## src/rtl/uart_rx_core_if.sv

```systemverilog
// Receive-buffer handshake between the UART receiver core and the register block (RBR/LSR).
// The core drives the byte and its status flags; the host returns a one-cycle rx_ack.
interface uart_rx_core_if;
  logic [7:0] rx_data;
  logic       rx_valid;
  logic       frame_err;
  logic       parity_err;
  logic       overrun_err;
  logic       rx_ack;

  modport master (
    output rx_data, rx_valid, frame_err, parity_err, overrun_err,
    input  rx_ack
  );

  modport slave (
    input  rx_data, rx_valid, frame_err, parity_err, overrun_err,
    output rx_ack
  );
endinterface

```

## src/rtl/uart_rx_core.sv

```systemverilog
// UART receiver: 16x tick from {dlh,dll}, start/data/stop FSM, byte handed off by valid/ack.
// Parity checking is compiled in only with `define UART_RX_PARITY_EN (else parity_err is tied 0).
module uart_rx_core #(
  parameter int SYNC_STAGES = 2,
  parameter int DIV_W       = 16
) (
  input  logic           clk_cpu,
  input  logic           rst,
  input  logic           control,
  input  logic [7:0]     dll,
  input  logic [7:0]     dlh,
  input  logic [1:0]     word_len,
  input  logic           parity_en,
  input  logic           even_parity,
  input  logic           rx_in,
  uart_rx_core_if.master rbr
);

  typedef enum logic [2:0] {
    IDLE,
    START,
    DATA,
`ifdef UART_RX_PARITY_EN
    PARITY,
`endif
    STOP
  } state_e;

  state_e                 state_q, state_d;
  logic [SYNC_STAGES-1:0] sync_q;
  logic                   rx_s, rx_prev_q, fall;
  logic                   ctrl_q;
  logic [DIV_W-1:0]       div_q, cnt_q;
  logic                   tick;
  logic [3:0]             sc_q, sc_d;
  logic [2:0]             bit_q, bit_d;
  logic [7:0]             data_q, data_d;
  logic                   commit;
  logic [7:0]             rx_data_q;
  logic                   rx_valid_q, frame_err_q, overrun_q;
`ifdef UART_RX_PARITY_EN
  logic                   perr_q, perr_d, parity_err_q;
`else
  logic                   unused_par;
  assign unused_par = parity_en ^ even_parity;
`endif

  assign rx_s = sync_q[SYNC_STAGES-1];
  assign fall = rx_prev_q & ~rx_s;
  assign tick = ~control && (div_q != '0) && (cnt_q == div_q - DIV_W'(1));

  // Synchronizer and edge-detect flops idle high so reset never looks like a start bit.
  always_ff @(posedge clk_cpu or posedge rst) begin
    if (rst) begin
      sync_q    <= '1;
      rx_prev_q <= 1'b1;
    end else begin
      sync_q    <= {sync_q[SYNC_STAGES-2:0], rx_in};
      rx_prev_q <= rx_s;
    end
  end

  always_ff @(posedge clk_cpu or posedge rst) begin
    if (rst) begin
      ctrl_q <= 1'b0;
      div_q  <= '0;
      cnt_q  <= '0;
    end else begin
      ctrl_q <= control;
      if (ctrl_q && !control)
        div_q <= DIV_W'({dlh, dll});
      if (control || tick || (div_q == '0))
        cnt_q <= '0;
      else
        cnt_q <= cnt_q + DIV_W'(1);
    end
  end

  always_ff @(posedge clk_cpu or posedge rst) begin
    if (rst) begin
      state_q <= IDLE;
      sc_q    <= '0;
      bit_q   <= '0;
      data_q  <= '0;
`ifdef UART_RX_PARITY_EN
      perr_q  <= 1'b0;
`endif
    end else begin
      state_q <= state_d;
      sc_q    <= sc_d;
      bit_q   <= bit_d;
      data_q  <= data_d;
`ifdef UART_RX_PARITY_EN
      perr_q  <= perr_d;
`endif
    end
  end

  always_comb begin
    state_d = state_q;
    sc_d    = sc_q;
    bit_d   = bit_q;
    data_d  = data_q;
    commit  = 1'b0;
`ifdef UART_RX_PARITY_EN
    perr_d  = perr_q;
`endif
    if (control) begin
      state_d = IDLE;
      sc_d    = '0;
    end else begin
      case (state_q)
        IDLE: begin
          if (fall && (div_q != '0)) begin
            state_d = START;
            sc_d    = '0;
          end
        end
        START: begin
          if (tick) begin
            sc_d = sc_q + 4'd1;
            if (sc_q == 4'd7) begin
              sc_d = '0;
              if (!rx_s) begin
                state_d = DATA;
                bit_d   = '0;
                data_d  = '0;
`ifdef UART_RX_PARITY_EN
                perr_d  = 1'b0;
`endif
              end else begin
                state_d = IDLE;
              end
            end
          end
        end
        DATA: begin
          if (tick) begin
            sc_d = sc_q + 4'd1;
            if (sc_q == 4'd15) begin
              data_d[bit_q] = rx_s;
              bit_d         = bit_q + 3'd1;
              // Last index is word_len+4, i.e. {1, word_len}.
              if (bit_q == {1'b1, word_len}) begin
`ifdef UART_RX_PARITY_EN
                state_d = parity_en ? PARITY : STOP;
`else
                state_d = STOP;
`endif
              end
            end
          end
        end
`ifdef UART_RX_PARITY_EN
        PARITY: begin
          if (tick) begin
            sc_d = sc_q + 4'd1;
            if (sc_q == 4'd15) begin
              perr_d  = (^data_q) ^ rx_s ^ ~even_parity;
              state_d = STOP;
            end
          end
        end
`endif
        STOP: begin
          if (tick) begin
            sc_d = sc_q + 4'd1;
            if (sc_q == 4'd15) begin
              commit  = 1'b1;
              state_d = IDLE;
            end
          end
        end
        default: state_d = IDLE;
      endcase
    end
  end

  // A commit beats a same-cycle ack; an ack always clears the sticky overrun.
  always_ff @(posedge clk_cpu or posedge rst) begin
    if (rst) begin
      rx_data_q    <= '0;
      rx_valid_q   <= 1'b0;
      frame_err_q  <= 1'b0;
      overrun_q    <= 1'b0;
`ifdef UART_RX_PARITY_EN
      parity_err_q <= 1'b0;
`endif
    end else if (commit) begin
      rx_data_q    <= data_q;
      rx_valid_q   <= 1'b1;
      frame_err_q  <= ~rx_s;
      overrun_q    <= (overrun_q | rx_valid_q) & ~rbr.rx_ack;
`ifdef UART_RX_PARITY_EN
      parity_err_q <= perr_q;
`endif
    end else if (rbr.rx_ack) begin
      rx_valid_q   <= 1'b0;
      overrun_q    <= 1'b0;
    end
  end

  assign rbr.rx_data     = rx_data_q;
  assign rbr.rx_valid    = rx_valid_q;
  assign rbr.frame_err   = frame_err_q;
  assign rbr.overrun_err = overrun_q;
`ifdef UART_RX_PARITY_EN
  assign rbr.parity_err  = parity_err_q;
`else
  assign rbr.parity_err  = 1'b0;
`endif

endmodule

```

## src/flat_wrapper.sv

```systemverilog
// flat-port wrapper written by rule: the top's interface ports become plain ports
module uart_rx_core_flat 
#(
  parameter int SYNC_STAGES = 2,
  parameter int DIV_W       = 16
)
  (clk_cpu, rst, control, dll, dlh, word_len, parity_en, even_parity, rx_in, rbr_rx_data, rbr_rx_valid, rbr_frame_err, rbr_parity_err, rbr_overrun_err, rbr_rx_ack);
  uart_rx_core_if rbr_i ();
  input  logic clk_cpu;
  input  logic rst;
  input  logic control;
  input  logic [7:0] dll;
  input  logic [7:0] dlh;
  input  logic [1:0] word_len;
  input  logic parity_en;
  input  logic even_parity;
  input  logic rx_in;
  output wire logic [$bits(rbr_i.rx_data)-1:0] rbr_rx_data;
  output wire logic [$bits(rbr_i.rx_valid)-1:0] rbr_rx_valid;
  output wire logic [$bits(rbr_i.frame_err)-1:0] rbr_frame_err;
  output wire logic [$bits(rbr_i.parity_err)-1:0] rbr_parity_err;
  output wire logic [$bits(rbr_i.overrun_err)-1:0] rbr_overrun_err;
  input wire logic [$bits(rbr_i.rx_ack)-1:0] rbr_rx_ack;
  assign rbr_rx_data = rbr_i.rx_data;
  assign rbr_rx_valid = rbr_i.rx_valid;
  assign rbr_frame_err = rbr_i.frame_err;
  assign rbr_parity_err = rbr_i.parity_err;
  assign rbr_overrun_err = rbr_i.overrun_err;
  assign rbr_i.rx_ack = rbr_rx_ack;
  uart_rx_core #(.SYNC_STAGES(SYNC_STAGES), .DIV_W(DIV_W)) u_core (.clk_cpu(clk_cpu), .rst(rst), .control(control), .dll(dll), .dlh(dlh), .word_len(word_len), .parity_en(parity_en), .even_parity(even_parity), .rx_in(rx_in), .rbr(rbr_i));
endmodule
```

## config.mk

```make
export PLATFORM = sky130hd
export DESIGN_NAME = uart_rx_core_flat
export DESIGN_NICKNAME = d
export VERILOG_FILES = /design/src/rtl/uart_rx_core_if.sv /design/src/rtl/uart_rx_core.sv /design/src/flat_wrapper.sv
export SDC_FILE = /design/constraint.sdc
export NUM_CORES = 1
export LEC_CHECK = 0
export BUFFER_PORTS_ARGS = -buffer_cell sky130_fd_sc_hd__buf_2
export CORE_ASPECT_RATIO = 1.25
export CORE_MARGIN = 2
export CORE_UTILIZATION = 50
export DETAILED_ROUTE_END_ITERATION = 12
export PLACE_DENSITY = 0.77
export SLEW_MARGIN = 20
export SYNTH_ARGS = -nofsm -noshare
export SYNTH_HDL_FRONTEND = slang
export SYNTH_SLANG_ARGS = --single-unit
```

## constraint.sdc

```tcl
create_clock -name clk_cpu -period 5.69 [get_ports clk_cpu]
set_clock_uncertainty 0.15 [all_clocks]
set_input_delay 1.707 -clock clk_cpu [delete_from_list [all_inputs] [get_ports clk_cpu]]
set_output_delay 1.707 -clock clk_cpu [all_outputs]
set_load 0.005 [all_outputs]
```

==> results_dict.tcl <==
set metrics [dict create \
    run_status "finished clean" \
    ctsLongestPathBuffers 2 \
    timing.critical_path.fanout_max 11 \
    synth-seq-cells 64 \
    fin_cells 514 \
    yosysTopAreaCellShare_pct 40.0 \
    floorplan.die.height_um 102 \
    path_class "register to register" \
    worstSetupStartpointType "register" \
    antenna_violating_nets_post_route 0 \
    post-place-cells 498 \
    num_antenna_cells 0 \
    clock-root-buffer "sky130_fd_sc_hd__clkbuf_8" \
    drv_cap 0 \
    flow.area_growth_from_synthesis_pct 10.9 \
    cells_traversed_along_the_worst_timing_path "inv_1 > ha_1 > or3b_2 > nor3_1 > mux2_2 > and3_1 > or4_1 > o41ai_2 > buf_4 > and2_1 > mux2_2" \
    detailedPlace.worstSlack_ns 1.28 \
    number_of_flops_mapped_to_enable_cells_by_yosys 0 \
    cpPeakStageDelay_ns 0.68 \
    synth_top_cell_by_area "sky130_fd_sc_hd__dfrtp_1" \
    postSynth.topFlopCell "sky130_fd_sc_hd__dfrtp_1" \
    cp_top_family "simple AND/OR/NAND/NOR gates" \
    max-vdd-ir-drop_v 0.000222 \
    placed_area_mm2 0.00400 \
    synth.cell_area_mm2 0.00381 \
    fin_ws_ns 1.23 \
    row_count 35 \
    relSlewSlack_pct 31.7 \
    period_needed_ns 4.46 \
    slew_violations 0 \
    yosys-top-cells-count "61 x sky130_fd_sc_hd__dfrtp_1, 34 x sky130_fd_sc_hd__nor2_1, 24 x sky130_fd_sc_hd__mux2_2, 23 x sky130_fd_sc_hd__nand3_1, 21 x sky130_fd_sc_hd__inv_1" \
    final_critical_path_share_of_the_clock_period_pct 78.4 \
    postCtsHoldBufs 0 \
    routed_wl_mm 8.12 \
    place.port_buffers 33 \
    cp.buffers_inverters 2 \
    yosysWarningCount 0 \
    grt_start_max_net_pins 46 \
    fmaxAchievable_mhz 224 \
    floorplan.initialDensity_pct 51.5 \
    cpMostUsedCell "sky130_fd_sc_hd__mux2_2" \
    synth.yosys.seq_area_share_pct 42.1 \
    clk_pin_slew_ns 0.08 \
    required_ns 5.77 \
    yosys_cell_types 62 \
    power.static_leakage_nw 1.78 \
    worst_pin_slew_ns 1.01 \
    via_per_inst 5.78 \
    async_reset_ff_share_pct 100 \
    cts_setup_buffers 0 \
    power.switching_fraction_pct 33.2 \
    clock_tree.htree_level_count 3 \
    worstSkewPairLatency_ns 0.35 \
    post_drt_wl_per_cell_um 15.8 \
    rsz_0062_raised_after_global_routing "no" \
    number_of_hold_violations_in_the_final_report 0 \
    synth_most_common_cell "sky130_fd_sc_hd__dfrtp_1" \
    cp_slowest_cell "sky130_fd_sc_hd__or4_1" \
    globalRouteTotalUtil_pct 21.4 \
    design_area_mm2 0.00423 \
    setup.worst_path.end_class "register" \
    cts_buffer_count 9 \
    cell_internal_pwr_uw 863 \
    final_layout_size_suffix_gt1_share_pct 23.2 \
    power_density_mw_per_mm2 305 \
    place_congestion 0.896 \
    dpl.hpwl_mm 5.75 \
    power.share.combinational_pct 22.6 \
    floorplan.die_area_mm2 0.00835 \
    post_cts_resized 0 \
    fin_tns_setup_ns 0 \
    synth.area.top_cells "sky130_fd_sc_hd__dfrtp_1 40%, sky130_fd_sc_hd__mux2_2 7.1%, sky130_fd_sc_hd__xnor2_1 4.6%, sky130_fd_sc_hd__nor2_1 3.3%, sky130_fd_sc_hd__nand3_1 3.0%" \
    dr.first_iter.drc_count 203 \
    cts.sink_count 64 \
    global_route_wire_length_before_repair_mm 13.8 \
    post_synth.cell_area_avg_um2 9.73 \
    cts_tree "built" \
    detailroute.via_count 2972 \
    arrival_ns 4.55 \
    first_global_vias 2916 \
    placeableCoreArea_mm2 0.00740 \
    remaining_drc_errors 0 \
    hold_path.class "register to register" \
    globalRouteOverflowTotal 0 \
    clkPwrFrac_pct 34.6 \
    power.sequential.fraction_pct 42.8 \
    antenna_found_initial 0 \
    layout.nets 451 \
    die_w_um 82.1 \
    p_sw_uw 429 \
    synth_fp_nets 426 \
    floorplan.io_pins 37 \
    drt_pre_antenna_iters 4 \
    syn-instance-count 392 \
    timing.final.setup_violations 0 \
]
==> sequential cells by signal (all words and copies together), names as in the netlist, 2 cells and up <==
| signal | count |
|---|---|
| u_core.cnt_q | 16 |
| u_core.div_q | 16 |
| u_core.data_q | 8 |
| u_core.rbr.rx_data | 8 |
| u_core.sc_q | 4 |
| u_core.bit_q | 3 |
| u_core.state_q | 2 |
| u_core.sync_q | 2 |
==> layout by cell type (no fill, tap or decap), types with 3 or more instances in the layout <==
| cell | instances |
|---|---|
| sky130_fd_sc_hd__a31o_2 | 3 |
| sky130_fd_sc_hd__a21oi_1 | 8 |
| sky130_fd_sc_hd__and2_1 | 4 |
| sky130_fd_sc_hd__o21ai_0 | 15 |
| sky130_fd_sc_hd__or3_1 | 3 |
| sky130_fd_sc_hd__and3_1 | 8 |
| sky130_fd_sc_hd__nand4_1 | 4 |
| sky130_fd_sc_hd__ha_1 | 9 |
| sky130_fd_sc_hd__a41oi_1 | 3 |
| sky130_fd_sc_hd__a31oi_1 | 6 |
| sky130_fd_sc_hd__or4_1 | 7 |
| sky130_fd_sc_hd__nor3_1 | 7 |
| sky130_fd_sc_hd__a211oi_1 | 3 |
| sky130_fd_sc_hd__mux2_2 | 24 |
| sky130_fd_sc_hd__nor2b_1 | 9 |
| sky130_fd_sc_hd__nor4_1 | 10 |
| sky130_fd_sc_hd__nand2_1 | 20 |
| sky130_fd_sc_hd__xnor2_1 | 20 |
| sky130_fd_sc_hd__o2bb2ai_1 | 5 |
| sky130_fd_sc_hd__buf_4 | 5 |
| sky130_fd_sc_hd__nand2b_1 | 5 |
| sky130_fd_sc_hd__inv_1 | 20 |
| sky130_fd_sc_hd__xor2_1 | 12 |
| sky130_fd_sc_hd__nor2_1 | 34 |
| sky130_fd_sc_hd__o211ai_1 | 3 |
| sky130_fd_sc_hd__dfrtp_1 | 61 |
| sky130_fd_sc_hd__buf_2 | 33 |
| sky130_fd_sc_hd__nand3_1 | 23 |
| sky130_fd_sc_hd__clkbuf_8 | 9 |
| sky130_fd_sc_hd__dfstp_2 | 3 |
==> stage by stage <==
| stage | hold slack [ns] | util [%] | power, mW |
|---|---|---|---|
| floorplan | 0.195 | - | 0.785 |
| finish | 0.208 | 57.2 | 1.29 |
| global route | 0.205 | 57.2 | 1.36 |
| CTS | 0.211 | 57.2 | 1.30 |
| detailed placement | 0.204 | 54.1 | 0.849 |
| global placement | 0.206 | 54.1 | 0.836 |
==> layout make-up <==
type | count | area [um2]
Timing Repair Buffer | 38 | 203
Inverter | 21 | 78.8
Clock inverter | 7 | 103
Clock buffer | 9 | 124
Sequential cell | 64 | 1610
Fill cell | 634 | 3170
Tap cell | 92 | 115
Multi-Input combinational cell | 283 | 2000
==> routing by layer <==
metal	track usage, %	part of all wire (%)	wire, um	vias up
li1	-	-	-	1450
met5	0	0	0	-
met3	4.63	3.4	279	12
met2	36.8	54	4370	60
met1	25.4	41	3360	1450
met4	9.62	1.4	112	0
==> power by group through the flow <==
stage,registers [mW],logic [mW],clock network [mW]
floorplan,0.529,0.256,0
global route,0.561,0.327,0.476
CTS,0.552,0.292,0.457
finish,0.553,0.292,0.448
global placement,0.557,0.278,0
detailed placement,0.560,0.288,0
==> worst reg2reg max path, stage by stage, from the launching register on <==
cell	delay (ns)
sky130_fd_sc_hd__dfrtp_1	0.46
sky130_fd_sc_hd__inv_1	0.13
sky130_fd_sc_hd__ha_1	0.33
sky130_fd_sc_hd__or3b_2	0.56
sky130_fd_sc_hd__nor3_1	0.33
sky130_fd_sc_hd__mux2_2	0.37
sky130_fd_sc_hd__and3_1	0.20
sky130_fd_sc_hd__or4_1	0.68
sky130_fd_sc_hd__o41ai_2	0.33
sky130_fd_sc_hd__buf_4	0.24
sky130_fd_sc_hd__and2_1	0.24
sky130_fd_sc_hd__mux2_2	0.35
==> path summary, 6_finish.rpt <==
check | start | to | slack [ns] | cells after the start
setup / recovery | u_core.div_q[0]$_DFFE_PP0P_ | u_core.bit_q[0]$_DFFE_PP0P_ | 1.23 | 11
hold / removal | u_core.sync_q[0]$_DFF_PP1_ | u_core.sync_q[1]$_DFF_PP1_ | 0.21 | 0
setup reg to reg | u_core.div_q[0]$_DFFE_PP0P_ | u_core.bit_q[0]$_DFFE_PP0P_ | 1.23 | 11
hold reg to reg | u_core.sync_q[0]$_DFF_PP1_ | u_core.sync_q[1]$_DFF_PP1_ | 0.21 | 0
max in group asynchronous | rst | u_core.cnt_q[5]$_DFF_PP0_ | 3.29 | 3
min in group asynchronous | rst | u_core.rbr.rx_data[3]$_DFFE_PP0P_ | 1.18 | 2
==> kinds of logic after synthesis <==
logic type	Yosys count	share of synthesized area, %
buffers and inverters	45	5.41
multiplexers	25	7.35
flip-flops	64	42.1
adder cells (fa/ha/maj)	9	2.95
XOR/XNOR	32	7.35
AO/OA/AOI/OAI	67	13.5
AND/OR/NAND/NOR	149	21.3
other	1	0.0983
Note: power is estimated with default switching activity, not from simulation.
